## config.mk

```make
export PLATFORM = sky130hd
export DESIGN_NAME = multicycle_ctrl
export DESIGN_NICKNAME = d
export VERILOG_FILES = /design/src/rtl/mips_ctrl_pkg.sv /design/src/rtl/instr_counter.sv /design/src/rtl/multicycle_ctrl.sv
export SDC_FILE = /design/constraint.sdc
export NUM_CORES = 1
export LEC_CHECK = 0
export ABC_AREA = 1
export CAP_MARGIN = 20
export CORE_ASPECT_RATIO = 1.25
export CORE_UTILIZATION = 40
export DETAILED_ROUTE_END_ITERATION = 6
export PLACE_DENSITY_LB_ADDON = 0.12
export SETUP_SLACK_MARGIN = 0.02
export SYNTH_ARGS = -nofsm -noshare
export SYNTH_HDL_FRONTEND = slang
export SYNTH_HIERARCHICAL = 1
export SYNTH_SLANG_ARGS = --single-unit
```

## constraint.sdc

```tcl
create_clock -name clk -period 1.75 [get_ports clk]
set_input_delay 0.35 -clock clk [delete_from_list [all_inputs] [get_ports clk]]
set_output_delay 0.35 -clock clk [all_outputs]
set_load 0.005 [all_outputs]
```

## src/rtl/mips_ctrl_pkg.sv

```systemverilog
// Shared definitions for the multicycle MIPS control unit: state encoding,
// opcode constants, datapath select codes and the bundled control word.
package mips_ctrl_pkg;

    typedef enum logic [3:0] {
        FETCH  = 4'd0,
        DECODE = 4'd1,
        MEMADR = 4'd2,
        MEMRD  = 4'd3,
        MEMWB  = 4'd4,
        MEMWR  = 4'd5,
        EXEC   = 4'd6,
        ALUWB  = 4'd7,
        ADDIEX = 4'd8,
        ADDIWB = 4'd9,
        BRANCH = 4'd10,
        JUMP   = 4'd11
    } state_t;

    localparam logic [5:0] OP_RTYPE = 6'b000000;
    localparam logic [5:0] OP_ADDI  = 6'b001000;
    localparam logic [5:0] OP_BEQ   = 6'b000100;
    localparam logic [5:0] OP_J     = 6'b000010;
    localparam logic [5:0] OP_LW    = 6'b100011;
    localparam logic [5:0] OP_SW    = 6'b101011;

    // ALU operation class handed to the ALU decoder.
    localparam logic [1:0] ALUOP_ADD   = 2'b00;
    localparam logic [1:0] ALUOP_SUB   = 2'b01;
    localparam logic [1:0] ALUOP_FUNCT = 2'b10;

    // ALU B-operand select.
    localparam logic [1:0] SRCB_REG   = 2'b00;
    localparam logic [1:0] SRCB_FOUR  = 2'b01;
    localparam logic [1:0] SRCB_IMM   = 2'b10;
    localparam logic [1:0] SRCB_BROFF = 2'b11;

    // Next-PC source select.
    localparam logic [1:0] PCSRC_ALU    = 2'b00;
    localparam logic [1:0] PCSRC_ALUOUT = 2'b01;
    localparam logic [1:0] PCSRC_JUMP   = 2'b10;

    // Every datapath control in one word so the decoder can clear them all at once.
    typedef struct packed {
        logic       pc_write;
        logic       pc_write_cond;
        logic       iord;
        logic       mem_read;
        logic       mem_write;
        logic       ir_write;
        logic       mem_to_reg;
        logic       reg_dst;
        logic       reg_write;
        logic       alu_src_a;
        logic [1:0] alu_src_b;
        logic [1:0] alu_op;
        logic [1:0] pc_src;
        logic       illegal_op;
    } ctrl_t;

endpackage

```

## src/rtl/instr_counter.sv

```systemverilog
// Retired-instruction counter: synchronous clear, count enable, wraps at 2^CNT_W.
module instr_counter
#(
    parameter int CNT_W = 16
) (
    input  logic             clk,
    input  logic             clear,
    input  logic             enable,
    output logic [CNT_W-1:0] count
);

    // Clear wins over enable; natural overflow provides the wrap.
    always_ff @(posedge clk) begin
        // NOTE: sequential state uses non-blocking assignment so every register samples pre-edge values.
        if (clear) begin
            count <= '0;
        end else if (enable) begin
            count <= count + CNT_W'(1);
        end
    end

endmodule

```

## src/rtl/multicycle_ctrl.sv

```systemverilog
// Multicycle MIPS control unit: Moore FSM driving datapath enables/selects,
// flagging undecodable opcodes and counting retired instructions.
module multicycle_ctrl
    import mips_ctrl_pkg::*;
#(
    parameter int CNT_W = 16
) (
    input  logic             clk,
    input  logic             rst_n,
    input  logic [5:0]       opcode,
    input  logic             mem_ready,
    output logic             pc_write,
    output logic             pc_write_cond,
    output logic             iord,
    output logic             mem_read,
    output logic             mem_write,
    output logic             ir_write,
    output logic             mem_to_reg,
    output logic             reg_dst,
    output logic             reg_write,
    output logic             alu_src_a,
    output logic [1:0]       alu_src_b,
    output logic [1:0]       alu_op,
    output logic [1:0]       pc_src,
    output logic [3:0]       state,
    output logic             illegal_op,
    output logic [CNT_W-1:0] retired
);

    state_t state_q;
    state_t state_d;
    state_t cur_state;
    ctrl_t  ctrl;
    logic   retire;
    logic   cnt_clear;

    // While reset is held the block presents FETCH, so outputs are defined
    // even before the first edge has loaded the state register.
    assign cur_state = rst_n ? state_q : FETCH;
    assign cnt_clear = ~rst_n;

    // State register; reset overrides any pending transition, including stalls.
    always_ff @(posedge clk) begin
        if (!rst_n) begin
            state_q <= FETCH;
        end else begin
            state_q <= state_d;
        end
    end

    // Next-state, Moore output decode and retire strobe for the current state.
    always_comb begin
        // NOTE: defaults first so every path assigns every signal and no latch is inferred.
        state_d = FETCH;
        ctrl    = '0;
        retire  = 1'b0;

        case (cur_state)
            FETCH: begin
                ctrl.mem_read  = 1'b1;
                ctrl.alu_src_b = SRCB_FOUR;
                ctrl.alu_op    = ALUOP_ADD;
                ctrl.pc_src    = PCSRC_ALU;
                ctrl.ir_write  = mem_ready;
                ctrl.pc_write  = mem_ready;
                state_d        = mem_ready ? DECODE : FETCH;
            end
            DECODE: begin
                ctrl.alu_src_b = SRCB_BROFF;
                ctrl.alu_op    = ALUOP_ADD;
                case (opcode)
                    OP_RTYPE:     state_d = EXEC;
                    OP_ADDI:      state_d = ADDIEX;
                    OP_BEQ:       state_d = BRANCH;
                    OP_J:         state_d = JUMP;
                    OP_LW, OP_SW: state_d = MEMADR;
                    default: begin
                        // Undecodable: drop the instruction without retiring it.
                        ctrl.illegal_op = 1'b1;
                        state_d         = FETCH;
                    end
                endcase
            end
            MEMADR: begin
                ctrl.alu_src_a = 1'b1;
                ctrl.alu_src_b = SRCB_IMM;
                ctrl.alu_op    = ALUOP_ADD;
                state_d        = (opcode == OP_LW) ? MEMRD : MEMWR;
            end
            MEMRD: begin
                ctrl.mem_read = 1'b1;
                ctrl.iord     = 1'b1;
                state_d       = mem_ready ? MEMWB : MEMRD;
            end
            MEMWB: begin
                ctrl.reg_write  = 1'b1;
                ctrl.mem_to_reg = 1'b1;
                retire          = 1'b1;
            end
            MEMWR: begin
                ctrl.mem_write = 1'b1;
                ctrl.iord      = 1'b1;
                state_d        = mem_ready ? FETCH : MEMWR;
                retire         = mem_ready;
            end
            EXEC: begin
                ctrl.alu_src_a = 1'b1;
                ctrl.alu_src_b = SRCB_REG;
                ctrl.alu_op    = ALUOP_FUNCT;
                state_d        = ALUWB;
            end
            ALUWB: begin
                ctrl.reg_write = 1'b1;
                ctrl.reg_dst   = 1'b1;
                retire         = 1'b1;
            end
            ADDIEX: begin
                ctrl.alu_src_a = 1'b1;
                ctrl.alu_src_b = SRCB_IMM;
                ctrl.alu_op    = ALUOP_ADD;
                state_d        = ADDIWB;
            end
            ADDIWB: begin
                ctrl.reg_write = 1'b1;
                retire         = 1'b1;
            end
            BRANCH: begin
                ctrl.alu_src_a     = 1'b1;
                ctrl.alu_src_b     = SRCB_REG;
                ctrl.alu_op        = ALUOP_SUB;
                ctrl.pc_write_cond = 1'b1;
                ctrl.pc_src        = PCSRC_ALUOUT;
                retire             = 1'b1;
            end
            JUMP: begin
                ctrl.pc_write = 1'b1;
                ctrl.pc_src   = PCSRC_JUMP;
                retire        = 1'b1;
            end
            default: begin
                // Unused encodings recover to FETCH with all outputs low.
                state_d = FETCH;
            end
        endcase
    end

    assign pc_write      = ctrl.pc_write;
    assign pc_write_cond = ctrl.pc_write_cond;
    assign iord          = ctrl.iord;
    assign mem_read      = ctrl.mem_read;
    assign mem_write     = ctrl.mem_write;
    assign ir_write      = ctrl.ir_write;
    assign mem_to_reg    = ctrl.mem_to_reg;
    assign reg_dst       = ctrl.reg_dst;
    assign reg_write     = ctrl.reg_write;
    assign alu_src_a     = ctrl.alu_src_a;
    assign alu_src_b     = ctrl.alu_src_b;
    assign alu_op        = ctrl.alu_op;
    assign pc_src        = ctrl.pc_src;
    assign illegal_op    = ctrl.illegal_op;
    assign state         = cur_state;

    instr_counter #(
        .CNT_W (CNT_W)
    ) u_counter (
        .clk    (clk),
        .clear  (cnt_clear),
        .enable (retire),
        .count  (retired)
    );

endmodule

```

======== After elaboration in Yosys (flattened, before gate mapping) ========
Cells that the tools add are included.
storage, ports and cells
  output and inout port bits .............. 37
  input bits .............................. 9
  logic and storage cells ................. 51
  register bits after elaboration ......... 20
cells by class
  mux-type cells .......................... 22
  equality and inequality tests ........... 16
  reductions and logical operators ........ 10
  add/sub/neg operators ................... 1
operator list
  kind                                                                    count
  4-bit one-hot mux with 5 select lines                                   2
  4-bit one-hot mux with 7 select lines                                   1
  16-bit by 1-bit adder with 16-bit output (second input constant)        1
  4-bit by 3-bit equality test with 1-bit output (second input constant)  4
  4-bit equality test (second input constant)                             4
  6-bit equality test (second input constant)                             2
  1-bit 2-to-1 mux                                                        12
  3-bit 2-to-1 mux                                                        3
  4-bit by 2-bit equality test with 1-bit output (second input constant)  2
  2-bit OR reduction                                                      4
  6-bit by 2-bit equality test with 1-bit output (second input constant)  1
  6-bit by 3-bit equality test with 1-bit output (second input constant)  1
  6-bit by 4-bit equality test with 1-bit output (second input constant)  1
  6-bit logical NOT                                                       1
  6-bit OR reduction                                                      1
  5-bit OR reduction                                                      1
  4-bit by 1-bit equality test with 1-bit output (second input constant)  1
  4-bit logical NOT                                                       1
  4-bit 2-to-1 mux                                                        1
  1-bit one-hot mux with 2 select lines                                   2
  2-bit one-hot mux with 2 select lines                                   1
  4-bit OR reduction                                                      1
  3-bit OR reduction                                                      1

======== Depth between registers and ports, before layout ========
Gate-level depths: netlist (run 1).
  depth after elaboration ................. 4
  depth in mapped cells ................... 16
  mapped depth without buffers ............ 15

======== Hierarchy ========
Netlist (run 1), hierarchy kept.
modules (own cells, without submodules)
  module           area an instance (µm²)  instances  cells each  sequential area each (µm²)
  instr_counter    847.1                   1          126         320.3
  multicycle_ctrl  538.0                   1          105         80.1

======== Least setup slack after synthesis (run 1) ========
No wires, ideal clock.
  path kind ............................... input to register
  start point ............................. in rst_n
  end point ............................... reg u_counter.count[13]
  stages .................................. 14
  setup time .............................. 0.119 ns
  data required time ...................... 1.631 ns
  arrival time ............................ 1.494 ns
  buffers on the path ..................... 1
  slack ................................... 0.138 ns
  cells stage by stage .................... nand2_2 > inv_2 > nand2_2 > o21ai_0 > nor2_1 > nand3b_1 > buf_4 > nand2_1 > nor2_4 > nand2_2 > nor2_2 > nand3_1 > nand2_1 > nor2_1
on the way
  cells in the longest elaborated chain, start to end .. 4
  elaborated cells between the ends (all ways) .. 9
  those cells by class .................... 6 x eq/ne; 2 x mux; 1 x reduce/logical
RTL lines
  element                                                                                       RTL line               RTL
  from (decl)                                                                                   multicycle_ctrl.sv:9   input logic rst_n,
  4-bit 2-to-1 mux (*)                                                                          multicycle_ctrl.sv:39  assign cur_state = rst_n ? state_q : FETCH;
  via state[0]                                                                                  multicycle_ctrl.sv:25  output logic [3:0] state,
  4-bit equality test / 4-bit by 3-bit equality test with 1-bit output (equally long branches)  multicycle_ctrl.sv:58  case (cur_state)
  5-bit OR reduction (no source line)                                                           --
  1-bit one-hot mux with 2 select lines (*)                                                     multicycle_ctrl.sv:58
  via retire                                                                                    multicycle_ctrl.sv:34  logic retire;
  to (signal assigned)                                                                          instr_counter.sv:18    count <= count + CNT_W'(1);
  to (decl)                                                                                     instr_counter.sv:9     output logic [CNT_W-1:0] count
Mark *: on every way through the listed nets, which the timed path passes. The rest lies on a longest branch.
A chain may end at the register's enable or synchronous reset.

======== Worst setup path after layout (run 1) ========
  start point ............................. in opcode[1]
  end point ............................... out illegal_op
on the way
  cells in the longest elaborated chain, start to end .. 4
  elaborated cells between the ends (all ways) .. 9
  those cells by class .................... 5 x eq/ne; 2 x mux; 2 x reduce/logical
RTL lines
  element                                            RTL line               RTL
  from (decl)                                        multicycle_ctrl.sv:10  input logic [5:0] opcode,
  6-bit equality test, or another cell as far along  multicycle_ctrl.sv:71  case (opcode)
  6-bit OR reduction (no source line) (*)            --
  1-bit 2-to-1 mux (*)                               multicycle_ctrl.sv:71
  1-bit 2-to-1 mux (*)                               multicycle_ctrl.sv:58
  to (decl)                                          multicycle_ctrl.sv:26  output logic illegal_op,
Mark *: on every way between the ends. The rest lies on a longest branch, timed or not.

==> results of run 1 <==
logic make-up (layout without fill, tap and decap cells):
| kind of cell | Yosys count | count (layout) | share of synthesized area, % |
|---|---|---|---|
| DFF | 20 | 20 | 28.9 |
| buffers and inverters | 47 | 147 | 13.4 |
| and+or+nand+nor | 138 | 138 | 47.2 |
| adders and majority gates | 1 | 1 | 0.903 |
| AOI/OAI and AO/OA | 25 | 25 | 9.67 |
where the power goes:
group / leakage [uW] / total [uW] / switching, uW / internal [uW]
Combinational: 0.00103 / 140 / 70.0 / 70.1
Sequential: 0.000164 / 456 / 3.06 / 453
Clock: 0.0000357 / 466 / 161 / 305
worst paths after layout:
path / endpoint / slack (ns) / cells after the start
setup reg to reg: u_counter/count[9]$_SDFFE_PP0P_ / -0.17 / 14
hold / removal: u_counter/count[8]$_SDFFE_PP0P_ / 0.49 / 2
setup / recovery: illegal_op / -0.19 / 7
hold reg to reg: u_counter/count[8]$_SDFFE_PP0P_ / 0.49 / 2
state kept, by name (all words and copies together), names as in the netlist:
register,flops
u_counter/count,16
state_q,4
worst max-delay path, cell delays in order:
cell and delay (ns):
clkdlybuf4s50_1 0.49, inv_1 0.07, nand3_2 0.10, o21bai_4 0.13, nand2_1 0.08, nor3_2 0.12, dlygate4sd2_1 0.25
cells in the final DEF (no fill, tap or decap), types with 4 or more instances in the layout:
cell / n
nand2_1: 37
nand2_4: 6
dfxtp_1: 16
nand2_2: 13
buf_6: 10
inv_1: 33
nand3_1: 13
buf_2: 8
o21ai_1: 4
nor2_2: 10
a21oi_1: 7
clkbuf_2: 4
dlymetal6s2s_1: 4
nor2_1: 33
nor2_4: 10
inv_2: 7
clkdlybuf4s50_1: 19
nand3_2: 4
buf_4: 46
dlygate4sd2_1: 7
o21ai_2: 5
inv_4: 4
through the flow:
step / cells / power [uW]
finish: 368 / 1060
global route: 368 / 1100
CTS: 361 / 1040
detailed placement: 349 / 580
global placement: 349 / 579
floorplan: 231 / 510
final cells by class:
cell class,count,share of cell area [%]
repair buffers,99,32.7
clock inverters,1,1.18
clock buffers,3,1.63
well taps,37,1.82
inverters,44,6.90
flip-flops and latches,20,16.3
multi-input cells,164,39.6
timing repair:
action / 4_1_cts / 5_1_grt
setup endpoints to repair: 37 / 31
buffers inserted: 9 / 8
gates resized for setup: 102 / 49
pin swaps: 17 / 8
hold buffers: 0 / 0
per-layer routing:
layer,vias to the layer above,track usage [%],wire length (um)
li1,910,-,-
met1,854,28.6,1870
met2,59,47.6,2610
met3,8,2.03,172
met4,0,8.01,72
met5,-,0,0
==> results by group, run 1 <==
Route
  – Wirelength, routed: 4730 um
  – Per-cell routed wire length: between 10 and 15 um
  – Initial drt markers: 36
  – Pre-Repair DR Iteration Count: 4
  – DRC viols: 0
  – Antenna Nets Post-Route: 0
  – Routed vias: 1831
  – Via/cell ratio: 4.98

Placed design
  – DP Worst Slack: -0.690 ns
  – Hpwl dp: 3070 um
  – GPL Wtd Cong: 0.809
  – # port buffers: 45
  – Placed cell area: ~2200 um2

Clock network
  – Clock root buffer: clkbuf_8
  – Clock buffer depth: 2
  – Worst skew pair latency: approximately 0.26 ns
  – Clk sinks: 20
  – CTS tree: yes
  – Clock transition at path regs: 0.08 ns
  – # H-tree levels: 1
  – TritonCTS buffer count: 3

Layout
  – Storage cell area: 413 um2
  – Finished Cell Area: 2540 um2
  – Fraction of layout cells with a size suffix above 1: 43.8%
  – Synth-to-Final Area Change: 83.4%
  – Final core occ: 78.1%
  – Ant diodes: 0
  – Fill cell count: between 200 and 250
  – Total Nets Final: 342
  – Area of the multi-input gates: 1000 um2

Synth
  – Avg Inst Size Synth: around 6 um2
  – EDFF count, synth: 0
  – Most used DFF post-synth: dfxtp_1
  – Syn. warnings: 6
  – Yosys cell types: 23
  – Leading area contributor after synthesis: dfxtp_1
  – Ys async rst share: 0%
  – Ranking of synthesized cells by area: dfxtp_1 29%, nand2_1 12%, nor2_1 12%, inv_1 11%, nand3_1 6.1%
  – Post-synthesis cell count: around 230
  – Most common cell in the synthesized netlist: nand2_1
  – Number of synthesized register bits: 20
  – Post-Syn Area: 1390 um2
  – Share of Yosys cell area claimed by the top area cell type: 28.9%
  – Register area share after synthesis: 28.9%
  – Synthesized Nets: 241
  – Most frequent cells after synthesis: 45 x nand2_1, 44 x nor2_1, 41 x inv_1

STA
  – Setup violations, final: 17
  – Worst Hold Margin: 0.487 ns
  – Minimum clock period: between 1.5 and 2 ns
  – RSZ-0062 raised after global routing: yes
  – Relative slew slack: 79.1%
  – Worst Setup Slack, final: -0.187 ns
  – Final Max Tran Viols: 0
  – Fmax achieved: 516 MHz
  – Final Hold Viols: 0
  – Worst-Margin Slew: 0.311 ns
  – Fin crit share: 111%
  – TNS Setup: -1.66 ns
  – Fin Clk Skew: 0.00198 ns

Power and ir drop
  – Power per cell area: 418 nW/um2
  – Max VDD drop: 615 uV
  – Leakage: roughly 0.0012 uW

Die
  – Die ar.: 3700 um2
  – Chip Width: 54.6 um
  – Ports: 46
  – Vert. Die Dim: 67.8 um
  – Initial core utilization: a little over two fifths
  – Core Rows: 23
  – Core area: 3250 um2

Min path
  – Worst hold path class: flop to flop
  – HP Start: u_counter/count[8]$_SDFFE_PP0P_

Critical path
  – Crit Path Category: input pin to output pin
  – Critical Path Start Type: input pin
  – Worst r2r src: state_q[3]$_SDFF_PN0_
  – Crit path required time: 1.40 ns
  – Critical Path Sink Type: output pin
  – Crit path max fanout: 3
  – Crit. Startpoint: opcode[1]
  – Arrival time worst endpoint: around 1.6 ns

Global routing
  – First-pass GRT wire length: 6980 um
  – Number of global-route vias before repair: 1613
  – GRT Overall Usage: 25.3%
  – Global route total overflow: 0
  – Largest net degree at the start of global routing: 13
  – Initial antenna violation count: 0

Run
  – MaxCap Viol Count: 0

Outcome
  – Status: finished with violations
  – Failing checks: setup timing
No activity file was read; power rests on OpenSTA's default activity.
==> run 2: changes to the inputs <==
Settings changed: SLEW_MARGIN set to 20.
==> results of run 2 <==
The final DEF is identical to that of run 1; final timing and power are the same.
==> run 3: changes to the inputs <==
Settings changed: GPL_TIMING_DRIVEN set to 1, MAX_ROUTING_LAYER set to met4.
==> run 3 against run 2 <==
  * The flow still finishes with violations (setup timing)
  * Clock power hardly changed
  * Clock skew is 0.00094 ns higher
  * Critical path depth stayed put
  * Sequential cell count stayed put
  * Wire length is 3.0% lower
  * Sequential share of layout area is 0.13 points higher
  * Combinational power is 3% lower
  * Critical path type unchanged
==> results by group, run 3 (same netlist as run 1, synthesis figures left out) <==
Outcome
  – Status: finished with violations
  – Failing checks: setup timing

Route
  – Wirelength, routed: 4590 um (-3.0%)
  – Pre-Repair DR Iteration Count: 4 (unchanged)
  – Via/cell ratio: 4.95 (-0.49%)
  – DRC viols: 0 (unchanged)
  – Per-cell routed wire length: 12.5 um (-2.7%)
  – Routed vias: 1817 (-0.76%)
  – Initial drt markers: 27 (-25%)
  – Antenna Nets Post-Route: 0 (unchanged)

Clock network
  – Clock transition at path regs: 0.08 ns (about the same)
  – Clk sinks: 20 (unchanged)
  – Cts hold-fix bufs: 0 (unchanged)
  – Clock root buffer: clkbuf_8
  – CTS tree: yes
  – Worst skew pair latency: 0.26 ns (about the same)
  – TritonCTS buffer count: 3 (unchanged)
  – Clock buffer depth: 2 (unchanged)
  – # H-tree levels: 1 (unchanged)

STA
  – Worst-Margin Slew: 0.314 ns (+0.00265 ns)
  – Worst Setup Slack, final: -0.164 ns (+0.0226 ns)
  – Relative slew slack: 78.9% (-0.18 points)
  – TNS Setup: -1.25 ns (+0.404 ns)
  – Fmax achieved: 522 MHz (+1.2%)
  – Fin crit share: 109% (-1.3 points)
  – Final Max Tran Viols: 0 (unchanged)
  – Fin Clk Skew: 0.00292 ns (+0.000942 ns)
  – Worst Hold Margin: 0.489 ns (+0.00221 ns)
  – RSZ-0062 raised after global routing: yes
  – Setup violations, final: 15 (-2)
  – Final Hold Viols: 0 (unchanged)
  – Minimum clock period: 1.91 ns (-0.0226 ns)

Global routing
  – Number of global-route vias before repair: 1606 (-0.43%)
  – GRT Overall Usage: 25.9% (+0.61 points)
  – First-pass GRT wire length: 6940 um (-0.49%)
  – Initial antenna violation count: 0 (unchanged)
  – Global route total overflow: 0 (unchanged)
  – Largest net degree at the start of global routing: 13 (unchanged)

Min path
  – Worst hold path class: flop to flop

Power and ir drop
  – Leakage: 0.00122 uW (-1.3%)
  – Max VDD drop: 629 uV (+2.3%)
  – Power per cell area: 422 nW/um2 (+0.91%)

Critical path
  – Critical Path Start Type: input pin
  – Slowest stage cell, crit path: clkdlybuf4s50_1
  – Arrival time worst endpoint: 1.56 ns (-0.03 ns)
  – WP buf/inv: 3 (unchanged)
  – CP delay by family, top: buffers and inverters
  – Crit Path Category: input pin to output pin
  – Crit-path max cell delay: 0.49 ns (about the same)
  – Crit path required time: 1.40 ns (about the same)
  – Critical path cell sequence: clkdlybuf4s50_1 -> inv_1 -> nand3_2 -> o21bai_4 -> nand2_1 -> nor3_2 -> dlygate4sd2_1
  – Crit path max fanout: 3 (unchanged)
  – Critical Path Sink Type: output pin

Layout
  – Fraction of layout cells with a size suffix above 1: 43.6% (-0.17 points)
  – Ant diodes: 0 (unchanged)
  – Total Nets Final: 341 (-0.29%)
  – Commonest non-fill, non-tap cells in the layout: 47 x buf_4, 38 x nand2_1, 33 x inv_1, 33 x nor2_1, 19 x clkdlybuf4s50_1
  – Register with the most flip-flops: u_counter/count
  – Synth-to-Final Area Change: 80.8%
  – Fill cell count: 239 (+0.42%)
  – Commonest non-fill, non-tap cell in the layout: buf_4
  – Regs by FF count: u_counter/count: 16 flops, state_q: 4 flops
  – Max FFs per register: 16 (unchanged)
  – Finished Cell Area: 2500 um2 (-1.4%)

Die
  – Core area: 3250 um2 (unchanged)
  – Core Rows: 23 (unchanged)
  – Initial core utilization: 42.6% (unchanged)
  – Chip Width: 54.6 um (unchanged)
  – Ports: 46 (unchanged)
  – Vert. Die Dim: 67.8 um (unchanged)
  – Die ar.: 3700 um2 (unchanged)

Placed design
  – Hpwl dp: 3070 um (unchanged)
  – GPL Wtd Cong: 0.821 (+1.5%)
  – # port buffers: 45 (unchanged)
  – Placed cell area: 2150 um2 (unchanged)

Run
  – MaxCap Viol Count: 0 (unchanged)
==> run 3: cell count changes in the layout (fill, tap and decap cells not counted), sizes merged <==
cell	before	now
buf	64	63
clkbuf	7	8
clkdlybuf4s15	1	0
==> run 3: final timing paths <==
path / from / to / slack, ns / depth (start not counted)
hold / removal: u_counter/count[8]$_SDFFE_PP0P_ / u_counter/count[8]$_SDFFE_PP0P_ / 0.49 / 2
setup reg to reg: state_q[3]$_SDFF_PN0_ / u_counter/count[14]$_SDFFE_PP0P_ / -0.13 / 14
setup / recovery: opcode[1] / illegal_op / -0.16 / 7
hold reg to reg: u_counter/count[8]$_SDFFE_PP0P_ / u_counter/count[8]$_SDFFE_PP0P_ / 0.49 / 2
==> run 3: what timing repair did <==
action / 4_1_cts / 5_1_grt
pin swaps: 17 / 9
setup buffers: 9 / 6
resized for setup: 102 / 42
endpoints found under the setup margin: 37 / 31
==> run 3: power breakdown <==
| part | internal, uW | switching (uW) |
|---|---|---|
| combinational | 67.5 | 68.3 |
| clock | 305 | 159 |
| sequential | 454 | 2.93 |
==> run 3: area by class of cell <==
cell class              count  area [um2]  area share (%)
repair buffers             98         810            32.3
clock buffers               3        41.3            1.65
multi-input cells         164         997            39.8
flip-flops and latches     20         410            16.4
clock inverters             1        30.0            1.20
inverters                  44         170            6.79
well taps                  37        46.3            1.85
==> run 3: metal layers <==
layer  vias to the layer above  GRT usage [%]  wire, um
li1                        905              -         -
met1                       864           28.4      1970
met2                        44           47.4      2470
met3                         4           2.03       106
met4                         0           8.01        39
met5                         -              -         0
==> run 3: tightest hold or removal path: stages (launching register included) <==
cell	delay, ns
dfxtp_1	0.34
inv_1	0.06
a21oi_1	0.06
==> run 3: through the flow <==
| step | cells | power, uW | setup WS [ns] | utilization (%) |
|---|---|---|---|---|
| final | 367 | 1060 | -0.164 | 77.0 |
| after global routing | 367 | 1100 | -0.281 | 77.0 |
| after CTS | 361 | 1040 | -0.224 | 72.8 |
| after detailed placement | 349 | 580 | -0.690 | 66.3 |
| after global placement | 349 | 579 | -0.706 | 66.3 |
| after floorplan | 231 | 510 | 0.138 | - |
